===== src/rtl/ymult_pkg.sv =====
// ymult_pkg: shared width default and FSM state type for ymult_seq (ACC state exists only with YMULT_ACC_EN).
package ymult_pkg;
  localparam int WIDTH_DEF = 16;
  typedef enum logic [2:0] {
    IDLE = 3'd0,
    CALC = 3'd1,
    FIX  = 3'd2,
    DONE = 3'd4
`ifdef YMULT_ACC_EN
    , ACC = 3'd3
`endif
  } state_e;
endpackage


===== src/rtl/ymult_seq_if.sv =====
// ymult_seq_if: operand/result handshake bus between a producer/consumer (master) and ymult_seq (slave).
interface ymult_seq_if import ymult_pkg::*; #(parameter int WIDTH = WIDTH_DEF);
  logic signed [WIDTH-1:0]   a;
  logic signed [WIDTH-1:0]   b;
  logic                      in_valid;
  logic                      in_ready;
  logic signed [2*WIDTH-1:0] z;
  logic                      out_valid;
  logic                      out_ready;
  logic                      acc_clr;
  logic                      ovf;
  modport slave (input a, b, in_valid, out_ready, acc_clr, output in_ready, z, out_valid, ovf);
  modport master (output a, b, in_valid, out_ready, acc_clr, input in_ready, z, out_valid, ovf);
endinterface


===== src/rtl/ymult_seq_yadder.sv =====
// yadder: N-bit ripple-carry adder with carry in/out, the only adder of ymult_seq.
module yadder #(parameter int N = 32) (
  input  logic [N-1:0] x_i,
  input  logic [N-1:0] y_i,
  input  logic         cin_i,
  output logic [N-1:0] s_o,
  output logic         cout_o
);
  logic [N:0] c;
  assign c[0] = cin_i;
  for (genvar i = 0; i < N; i++) begin : g_bit
    assign s_o[i]   = x_i[i] ^ y_i[i] ^ c[i];
    assign c[i+1] = (x_i[i] & y_i[i]) | (c[i] & (x_i[i] ^ y_i[i]));
  end
  assign cout_o = c[N];
endmodule


===== src/rtl/ymult_seq.sv =====
// ymult_seq: sequential signed shift-add multiplier, sign-magnitude core with final negation.
// Define YMULT_ACC_EN to add a 2*WIDTH-bit accumulator with sticky signed overflow.
module ymult_seq import ymult_pkg::*; #(parameter int WIDTH = WIDTH_DEF) (
  input logic        clk,
  input logic        rst_n,
  ymult_seq_if.slave bus
);
  localparam int W  = WIDTH;
  localparam int P  = 2 * WIDTH;
  localparam int CW = $clog2(WIDTH) + 1;
  state_e         state_q, state_d;
  logic [W-1:0]   mc_q, mc_d, mp_q, mp_d, ax, bx;
  logic [P-1:0]   p_q, p_d, x, y, s;
  logic [CW-1:0]  cnt_q, cnt_d;
  logic           sign_q, sign_d, cin, cout;
`ifdef YMULT_ACC_EN
  logic [P-1:0]   acc_q, acc_d, acc_in;
  logic           ovf_q, ovf_d, clr_q, clr_d, vflow;
  assign acc_in = clr_q ? '0 : acc_q;
  assign vflow  = (x[P-1] == y[P-1]) && (s[P-1] != x[P-1]);
`endif
  yadder #(.N(P)) u_add (.x_i(x), .y_i(y), .cin_i(cin), .s_o(s), .cout_o(cout));
  assign ax = bus.a[W-1] ? ~bus.a : bus.a;
  assign bx = bus.b[W-1] ? ~bus.b : bus.b;
  // In IDLE both magnitudes come out of one pass: the low half never carries into the high half.
  always_comb begin
    x   = '0;
    y   = '0;
    cin = 1'b0;
    case (state_q)
      IDLE: begin
        x   = {ax, bx};
        y   = {{(W-1){1'b0}}, bus.a[W-1], {W{1'b0}}};
        cin = bus.b[W-1];
      end
      CALC: begin
        x = {{W{1'b0}}, p_q[P-1:W]};
        y = {{W{1'b0}}, mp_q[0] ? mc_q : {W{1'b0}}};
      end
      FIX: begin
        x   = sign_q ? ~p_q : p_q;
        cin = sign_q;
      end
`ifdef YMULT_ACC_EN
      ACC: begin
        x = acc_in;
        y = p_q;
      end
`endif
      default: ;
    endcase
  end
  always_comb begin
    state_d = state_q;
    mc_d    = mc_q;
    mp_d    = mp_q;
    p_d     = p_q;
    cnt_d   = cnt_q;
    sign_d  = sign_q;
`ifdef YMULT_ACC_EN
    acc_d   = acc_q;
    ovf_d   = ovf_q;
    clr_d   = clr_q;
`endif
    case (state_q)
      IDLE: if (bus.in_valid) begin
        mc_d    = s[P-1:W];
        mp_d    = s[W-1:0];
        sign_d  = bus.a[W-1] ^ bus.b[W-1];
        p_d     = '0;
        cnt_d   = '0;
`ifdef YMULT_ACC_EN
        clr_d   = bus.acc_clr;
`endif
        state_d = CALC;
      end
      CALC: begin
        p_d     = {s[W:0], p_q[W-1:1]};
        mp_d    = {1'b0, mp_q[W-1:1]};
        cnt_d   = cnt_q + 1'b1;
        state_d = (cnt_q == CW'(W-1)) ? FIX : CALC;
      end
      FIX: begin
        p_d     = s;
`ifdef YMULT_ACC_EN
        state_d = ACC;
`else
        state_d = DONE;
`endif
      end
`ifdef YMULT_ACC_EN
      ACC: begin
        acc_d   = s;
        ovf_d   = (clr_q ? 1'b0 : ovf_q) | vflow;
        state_d = DONE;
      end
`endif
      DONE: state_d = bus.out_ready ? IDLE : DONE;
      default: state_d = IDLE;
    endcase
  end
  always_ff @(posedge clk or negedge rst_n) begin
    if (!rst_n) begin
      state_q <= IDLE;
      mc_q    <= '0;
      mp_q    <= '0;
      p_q     <= '0;
      cnt_q   <= '0;
      sign_q  <= 1'b0;
`ifdef YMULT_ACC_EN
      acc_q   <= '0;
      ovf_q   <= 1'b0;
      clr_q   <= 1'b0;
`endif
    end else begin
      state_q <= state_d;
      mc_q    <= mc_d;
      mp_q    <= mp_d;
      p_q     <= p_d;
      cnt_q   <= cnt_d;
      sign_q  <= sign_d;
`ifdef YMULT_ACC_EN
      acc_q   <= acc_d;
      ovf_q   <= ovf_d;
      clr_q   <= clr_d;
`endif
    end
  end
  assign bus.in_ready  = (state_q == IDLE);
  assign bus.out_valid = (state_q == DONE);
`ifdef YMULT_ACC_EN
  assign bus.z   = acc_q;
  assign bus.ovf = ovf_q;
  logic unused_ok;
  assign unused_ok = cout;
`else
  assign bus.z   = p_q;
  assign bus.ovf = 1'b0;
  logic unused_ok;
  assign unused_ok = cout ^ bus.acc_clr;
`endif
endmodule

===== src/flat_wrapper.sv =====
// flat-port wrapper written by rule: the top's interface ports become plain ports
module ymult_seq_flat import ymult_pkg::*;
#(parameter int WIDTH = WIDTH_DEF)
  (clk, rst_n, bus_a, bus_b, bus_in_valid, bus_out_ready, bus_acc_clr, bus_in_ready, bus_z, bus_out_valid, bus_ovf);
  ymult_seq_if #(.WIDTH(WIDTH)) bus_i ();
  input logic clk;
  input logic rst_n;
  input wire logic [$bits(bus_i.a)-1:0] bus_a;
  input wire logic [$bits(bus_i.b)-1:0] bus_b;
  input wire logic [$bits(bus_i.in_valid)-1:0] bus_in_valid;
  input wire logic [$bits(bus_i.out_ready)-1:0] bus_out_ready;
  input wire logic [$bits(bus_i.acc_clr)-1:0] bus_acc_clr;
  output wire logic [$bits(bus_i.in_ready)-1:0] bus_in_ready;
  output wire logic [$bits(bus_i.z)-1:0] bus_z;
  output wire logic [$bits(bus_i.out_valid)-1:0] bus_out_valid;
  output wire logic [$bits(bus_i.ovf)-1:0] bus_ovf;
  assign bus_i.a = bus_a;
  assign bus_i.b = bus_b;
  assign bus_i.in_valid = bus_in_valid;
  assign bus_i.out_ready = bus_out_ready;
  assign bus_i.acc_clr = bus_acc_clr;
  assign bus_in_ready = bus_i.in_ready;
  assign bus_z = bus_i.z;
  assign bus_out_valid = bus_i.out_valid;
  assign bus_ovf = bus_i.ovf;
  ymult_seq #(.WIDTH(WIDTH)) u_core (.clk(clk), .rst_n(rst_n), .bus(bus_i));
endmodule

===== config.mk =====
export PLATFORM = sky130hd
export DESIGN_NAME = ymult_seq_flat
export DESIGN_NICKNAME = d
export VERILOG_FILES = /design/src/rtl/ymult_pkg.sv /design/src/rtl/ymult_seq_if.sv /design/src/rtl/ymult_seq_yadder.sv /design/src/rtl/ymult_seq.sv /design/src/flat_wrapper.sv
export SDC_FILE = /design/constraint.sdc
export NUM_CORES = 1
export LEC_CHECK = 0
export ABC_AREA = 1
export CORE_ASPECT_RATIO = 0.75
export CORE_UTILIZATION = 50
export DETAILED_ROUTE_END_ITERATION = 10
export MAX_ROUTING_LAYER = met4
export PLACE_DENSITY = 0.74
export SETUP_SLACK_MARGIN = 0.5
export SYNTH_ARGS = -nofsm -noshare
export SYNTH_HDL_FRONTEND = slang
export SYNTH_SLANG_ARGS = --single-unit

===== constraint.sdc =====
create_clock -name clk -period 26.9 [get_ports clk]
set_input_delay 5.38 -clock clk [delete_from_list [all_inputs] [get_ports clk]]
set_output_delay 5.38 -clock clk [all_outputs]
set_load 0.02 [all_outputs]

======== Word-level counts from Yosys, hierarchy flattened ========
Index checks and enable logic that the tools add are counted.
cells by class
  $add $sub $neg .......................... 1
  $mul .................................... 0
  div/mod/pow operators ................... 0
  magnitude comparators ................... 0
  eq/ne operators ......................... 5
  shift-type cells ........................ 0
  muxes and demuxes ....................... 17
  bitwise logic cells ..................... 161
  reduce and logical (&&, ||, !) cells .... 6
operators with widths
  kind                                                                   number
  32-bit case mux with 3 select lines                                    2
  16-bit 2-to-1 mux                                                      4
  32-bit 2-to-1 mux                                                      2
  1-bit XOR                                                              50
  1-bit AND                                                              48
  17-bit case mux with 2 select lines                                    1
  16-bit inverter                                                        2
  32-bit inverter                                                        1
  16-bit case mux with 2 select lines                                    1
  1-bit OR                                                               31
  1-bit XOR, second input constant                                       15
  1-bit AND, second input constant                                       14
  3-bit case mux with 4 select lines                                     1
  5-bit case mux with 2 select lines                                     1
  3-bit 2-to-1 mux                                                       2
  2-bit AND reduction                                                    3
  5-bit by 1-bit adder with 5-bit output, second input constant          1
  5-bit by 4-bit equality test with 1-bit output, second input constant  1
  5-bit 2-to-1 mux                                                       1
  3-bit by 1-bit equality test with 1-bit output, second input constant  1
  3-bit by 2-bit equality test with 1-bit output, second input constant  1
  3-bit equality test, second input constant                             1
  3-bit logical NOT                                                      1
  3-bit nonzero test                                                     1
  other kinds (4)                                                        4
word-level totals
  bits in registers ....................... 73
  bits in latches ......................... 0
  RAM bits ................................ 0
  ROM bits ................................ 0
  input bits .............................. 37
  output and inout port bits .............. 35
  word-level logic and storage cells ...... 196
  memories kept ........................... 0

======== Depth between registers and ports, before layout ========
Gate-level depths: netlist (run 1).
  depth in word-level cells ............... 68
  gate-level depth with buffers ........... 42
  gate-level depth less buffers ........... 42

======== By module ========
Synthesis (run 1) repeated with hierarchy kept, for this count alone.
second synthesis, totals
  cell total of the unflattened synthesis .. 725
  area total of the unflattened synthesis .. 5469.0 um2
modules (own cells, without submodules)
  module     times used  cells each  area an instance (um2)  sequential area each (um2)
  ymult_seq  1           683         4790.8                  1826.8
  yadder     1           42          678.2                   0.0

======== Least setup slack after synthesis (run 1) ========
Ideal clock, no wire load.
  kind .................................... input port to flip-flop
  start point ............................. input bus_b[15]
  end point ............................... register u_core.p_q[30], in the netlist u_core.bus.z[30]
  library setup time ...................... 117 ps
  arrival ................................. 15216 ps
  required time ........................... 26783 ps
  setup slack ............................. 11568 ps
  stages .................................. 41
  path buffers ............................ 2
  path through ............................ buf_2 buf_2 nand2_1 o21ai_0 inv_1 fa_1 fa_1 fa_1 fa_1 fa_1 fa_1 fa_1 fa_1 fa_1 fa_1 fa_1 fa_1 fa_1 (+5 left out) ha_1 ha_1 ha_1 ha_1 ha_1 ha_1 ha_1 ha_1 ha_1 ha_1 ha_1 ha_1 ha_1 ha_1 inv_1 o22ai_1 inv_1 nand2_1
between the ends
  cells in the longest elaborated chain, start to end .. 65
  elaborated cells on any way between the ends .. 99
  those cells by class .................... mux (4); bitwise (95)
RTL lines
  item                                   line                    RTL
  from (decl)                            flat_wrapper.sv:9       input wire logic [$bits(bus_i.b)-1:0] bus_b;
  16-bit 2-to-1 mux                      ymult_seq.sv:24         assign bx = bus.b[W-1] ? ~bus.b : bus.b;
  32-bit case mux with 3 select lines    ymult_seq.sv:30         case (state_q)
  1-bit XOR                              ymult_seq_yadder.sv:13  assign c[i+1] = (x_i[i] & y_i[i]) | (c[i] & (x_i[i] ^ y_i[i]));
  1-bit AND                              ymult_seq_yadder.sv:13
  1-bit OR                               ymult_seq_yadder.sv:13
  1-bit AND                              ymult_seq_yadder.sv:13
  1-bit OR                               ymult_seq_yadder.sv:13
  1-bit AND                              ymult_seq_yadder.sv:13
  (+50 left out)                         -
  1-bit OR *                             ymult_seq_yadder.sv:13
  1-bit AND *                            ymult_seq_yadder.sv:13
  1-bit OR *                             ymult_seq_yadder.sv:13
  1-bit AND *                            ymult_seq_yadder.sv:13
  1-bit OR *                             ymult_seq_yadder.sv:13
  1-bit XOR *                            ymult_seq_yadder.sv:12  assign s_o[i] = x_i[i] ^ y_i[i] ^ c[i];
  named net u_core.s[30]                 ymult_seq.sv:13         logic [P-1:0] p_q, p_d, x, y, s;
  32-bit case mux with 3 select lines *  ymult_seq.sv:65         case (state_q)
  to (signal assigned)                   ymult_seq.sv:119        p_q <= p_d;
  to (decl)                              ymult_seq.sv:13
The timed path passes the listed nets; every way through them passes the cells marked *.
A chain may end at the register's enable or synchronous reset.

======== Worst setup path after layout (run 1) ========
Ends and elaborated chain as after synthesis.

==> flow_summary.ini, run 1 <==
[outcome]
outcome = complete, no violations

[sta]
finalCritPeriodShare = 0.609
hold_viol_final = 0
skew_ns = 0.00697
finalSetupViolations = 0
slew_headroom = 0.177
min_period_ns = 16.39
max_slew.worst_pin.slew_ns = 1.23
max_freq_mhz = 61.0
rsz0062_at_grt = no
slew_violations = 0
hold_slack_ns = 0.477
setup-tns-final_ns = 0

[synthesis]
synth-main-ff-cell = dfrtp_1
synth-edff-count = 0
syn_nets = 716
yosysSeqAreaShare = 0.361
synthesis.area_um2 = 5060
synth_warnings = 0
syn_inst = 646
synth-seq-cells = 73
synthArstFlopShare = 1.00
syn_avg_cell_area_um2 = 7.83
synth_cell_types = 37

[clock_tree]
cts_root_buf = clkbuf_16
cts_resized = 0
clk_path_buf_depth = 2
htree_num_levels = 3
post_cts_buffers = 0
insertion_delay_ns = 0.34
cts_tree = yes
cts_buffers = 9
cts.sinks = 73
holdBufCountCts = 0
path_clk_slew_ns = 0.06

[critical_path]
path_class = input pin to flip-flop
crit_path_end_kind = flip-flop
crit_required_ns = 27.13
cp_common_cell = fa_1
slowest_delay_ns = 0.49
cp_slowest_cell = fa_1
startpoint_type = input pin
path_max_fanout = 17
arrival_ns = 16.62
r2r_cells = 40

[die]
io_pins = 72
die_area_um2 = 10500
coreArea_um2 = 9740
die_y_um = 89.1
num_rows = 31
die_width_um = 118
start_util = 0.520

[global_route]
grt_busiest_layer = met2
use_met1 = 0.344
grt_use_met2 = 0.422
grt_pass1_wl_um = 20800
grt_pass1_vias = 4242
grt_max_degree = 74
use_met3 = 0.0599
antenna_found_initial = 0
grt_overflow_total = 0
groute.usage.overall = 0.269

[layout]
fin_area_um2 = 5990
post-route-util = 0.616
layout_common_cells = nand2_1 (197), inv_1 (84), dfrtp_1 (73), clkdlybuf4s50_1 (68), o21ai_0 (44)
antennaDiodeCount = 0
syn_to_final_growth_pct = 18.4
mostFrequentLayoutCell = nand2_1
layout.nets = 763
drive_gt1_frac = 0.0516

[power_and_ir_drop]
powerDensity_nw_per_um2 = 105
power.internal_uw = 351
p_comb_frac = 0.499
p_sw_frac = 0.440
p_leak_nw = 2.65
power_switching_uw = 276
ir_drop_v = 0.0000672
pwr-share-clk = 0.192
seqPwrFrac = 0.308

[job]
cap_violations = 0

[detailed_routing]
drtPass1Iterations = 5
ant_nets = 0
drcViolationCount = 0
routed_wl_um = 13100
drt-initial-drc-count = 375
num_vias = 4488
wl_per_cell_um = 15.7
vias_per_cell = 5.41

[place]
portBuffers = 69
dpl_cell_area_um2 = 5700
gp_congestion = 0.878
hpwl_um = 8500

[worst_hold_path]
hp-class = flip-flop to flip-flop
whs_path_depth = 2
-- area by class of cell --
class / count / area [um2]
Clock buffer: 9 / 225
Fill cell: 844 / 3740
Timing Repair Buffer: 73 / 718
Inverter: 88 / 333
Clock inverter: 7 / 71.3
Sequential cell: 73 / 1830
Multi-Input combinational cell: 448 / 2650
Tap cell: 132 / 165
-- power by group through the flow --
stage               combinational [mW]  sequential (mW)  clock, mW
floorplan                        0.201            0.207          0
global placement                 0.303            0.192          0
detailed placement               0.310            0.194          0
CTS                              0.313            0.193      0.122
global route                     0.347            0.200      0.127
finish                           0.313            0.193      0.121
-- registers in the layout, indices dropped and copies added, names as in the netlist --
register        flops
u_core.bus.z       32
u_core.mc_q        16
u_core.mp_q        16
u_core.cnt_q        5
u_core.state_q      3
u_core.sign_q       1
-- layer usage --
metal	vias up	share of wire
met4	0	0.020
li1	2151	-
met5	-	0
met2	157	0.46
met1	2155	0.45
met3	25	0.064
-- kinds of logic after synthesis --
logic type      Yosys count  share of synthesized area
flops                    73                      0.361
xor+xnor                 33                     0.0571
fa+ha+maj                33                      0.107
other cells               1                   0.000741
simple gates            246                      0.196
compound gates          135                      0.164
buf+inv                 125                      0.114
-- through the flow --
step                setup slack, ns  power [mW]  instances
floorplan                     11.57       0.408        646
global placement              10.31       0.494        814
detailed placement            10.22       0.503        814
CTS                           10.52       0.627        830
global route                  10.12       0.674        830
finish                        10.51       0.627        830
-- worst max-delay path, delay by kind of cell --
kind	cells	cell delay, ns
simple gates	2	0.14
compound gates	2	0.20
fa+ha+maj	31	9.75
buf+inv	5	1.00
xor+xnor	1	0.12
-- synthesized netlist by cell type, types with 2 or more instances --
cell       instances  area [um2]
a21oi_1           17        85.1
buf_1              2        7.51
buf_2             17        85.1
buf_6             11         124
clkbuf_1           6        22.5
dfrtp_1           73        1830
fa_1              17         340
ha_1              16         200
inv_1             84         315
inv_2              2        7.51
nand2_1          197         739
nand2_4            3        33.8
nand3_1            4        20.0
nor2_1            33         124
o21ai_0           44         220
o21ai_1            7        35.0
o22ai_1           34         213
o2bb2ai_1         15         131
o31ai_1           13        97.6
or2_2              3        18.8
xnor2_1           19         166
xor2_1            14         123
-- final timing paths --
check | startpoint | endpoint | slack [ns]
min in group asynchronous | rst_n | u_core.bus.z[14] | 5.18
hold reg to reg | u_core.mp_q[3] | u_core.mp_q[3] | 0.48
max in group asynchronous | rst_n | u_core.cnt_q[2] | 21.10
hold / removal | u_core.mp_q[3] | u_core.mp_q[3] | 0.48
setup / recovery | bus_b[15] | u_core.bus.z[30] | 10.51
setup reg to reg | u_core.state_q[1] | u_core.bus.z[30] | 14.58
No activity file was read; power rests on OpenSTA's default activity.
==> run 2, diff against run 1 <==
- clock period: 26.9 -> 15.2 ns (I/O delays scaled with it)
==> flow_summary.ini, run 2 (same netlist as run 1, synthesis figures left out) <==
[sta]
max_freq_mhz = 71.5
finalSetupViolations = 0
finalCritPeriodShare = 0.921
min_period_ns = 13.99
hold_viol_final = 0
slew_violations = 0
slew_headroom = 0.197
rsz0062_at_grt = no
setup-tns-final_ns = 0
skew_ns = 0.00575
max_slew.worst_pin.slew_ns = 1.20

[power_and_ir_drop]
power.internal_uw = 645
p_comb_frac = 0.491
seqPwrFrac = 0.303
powerDensity_nw_per_um2 = 187
p_sw_frac = 0.429
ir_drop_v = 0.000128
power_switching_uw = 484
pwr-share-clk = 0.206
p_leak_nw = 2.67

[global_route]
antenna_found_initial = 0
grt_pass1_wl_um = 20700
grt_overflow_total = 0
grt_pass1_vias = 4162
groute.usage.overall = 0.266
grt_max_degree = 74

[layout]
antennaDiodeCount = 0
multi_input_area_um2 = 2650
drive_gt1_frac = 0.0501
layout_common_cells = nand2_1 (197), inv_1 (84), dfrtp_1 (73), clkdlybuf4s50_1 (68), o21ai_0 (44)
final.fill_count = 870
syn_to_final_growth_pct = 19.1
seq_area_um2 = 1830
largest_reg_flops = 32
mostFrequentLayoutCell = nand2_1
layout.nets = 763
final_cells = 830

[clock_tree]
insertion_delay_ns = 0.34
clk_path_buf_depth = 2
cts_buffers = 9
cts_root_buf = clkbuf_16
htree_num_levels = 3
post_cts_buffers = 0
cts.sinks = 73
holdBufCountCts = 0
cts_resized = 0
path_clk_slew_ns = 0.06
cts_tree = yes

[critical_path]
cp_common_cell = fa_1
crit_path_end_kind = flip-flop
crit_required_ns = 15.43
path_class = input pin to flip-flop
cp_slowest_cell = clkdlybuf4s50_1
startpoint_type = input pin
path_max_fanout = 16
slowest_delay_ns = 0.50
arrival_ns = 14.22

[detailed_routing]
wl_met3_um = 693
dr_wl_met2_um = 6170
drcViolationCount = 0
dr.max_layer_used = met4
routed_wl_um = 13100
vias_per_cell = 5.38
num_vias = 4465
drtPass1Iterations = 5
ant_nets = 0
wl_met1_um = 6020
wl_per_cell_um = 15.7
drt-initial-drc-count = 437

[die]
coreArea_um2 = 9740
die_area_um2 = 10500
start_util = 0.520
die_width_um = 118
die_y_um = 89.1
num_rows = 31
io_pins = 72

[place]
hpwl_um = 8370
portBuffers = 69
gp_congestion = 0.875
dp_cells = 814

[outcome]
outcome = complete, no violations

[job]
cap_violations = 0

[worst_hold_path]
hp-class = flip-flop to flip-flop
[run 2: worst max-delay path: cells and delay by family]
kind,cells,cell delay [ns]
AO/OA/AOI/OAI,2,0.17
AND/OR/NAND/NOR,2,0.16
buffers and inverters,6,1.13
adder cells (fa/ha/maj),31,9.71
[run 2: metal layers]
metal  global-route usage  vias to the layer above
met2                0.435                      154
met5                    -                        -
met1                0.339                     2128
met4               0.0816                        0
met3               0.0510                       26
li1                     -                     2157
[run 2: power by group through the flow]
stage / sequential (mW) / clock [mW] / combinational (mW)
final: 0.342 / 0.232 / 0.554
after global routing: 0.353 / 0.244 / 0.612
after CTS: 0.341 / 0.234 / 0.553
after detailed placement: 0.343 / 0 / 0.546
after global placement: 0.339 / 0 / 0.535
after floorplan: 0.365 / 0 / 0.356
[run 2: layout make-up]
cell class | instances | share of cell area
Clock buffer | 15 | 0.0494
Clock inverter | 1 | 0.00498
Inverter | 88 | 0.0552
Multi-Input combinational cell | 448 | 0.440
Sequential cell | 73 | 0.303
Tap cell | 132 | 0.0274
Timing Repair Buffer | 73 | 0.119
[run 2: worst paths after layout]
check | to | slack [ns] | startpoint | cells past startpoint
max | u_core.bus.z[30] | 1.21 | bus_b[15] | 41
min | u_core.mp_q[6] | 0.48 | u_core.mp_q[6] | 2
max reg2reg | u_core.bus.z[30] | 2.84 | u_core.state_q[1] | 40
min reg2reg | u_core.mp_q[6] | 0.48 | u_core.mp_q[6] | 2
max in group asynchronous | u_core.mc_q[6] | 11.75 | rst_n | 1
min in group asynchronous | u_core.bus.z[14] | 2.85 | rst_n | 1
[run 2: per-stage QoR]
stage	utilization	hold slack (ns)	cell area, um2	power (mW)	setup WS, ns
floorplan	-	0.448	5060	0.721	2.21
global placement	0.585	0.461	5700	0.874	1.13
detailed placement	0.585	0.468	5700	0.889	1.01
CTS	0.619	0.482	6020	1.13	1.22
global route	0.619	0.494	6020	1.21	0.908
finish	0.619	0.480	6020	1.13	1.21
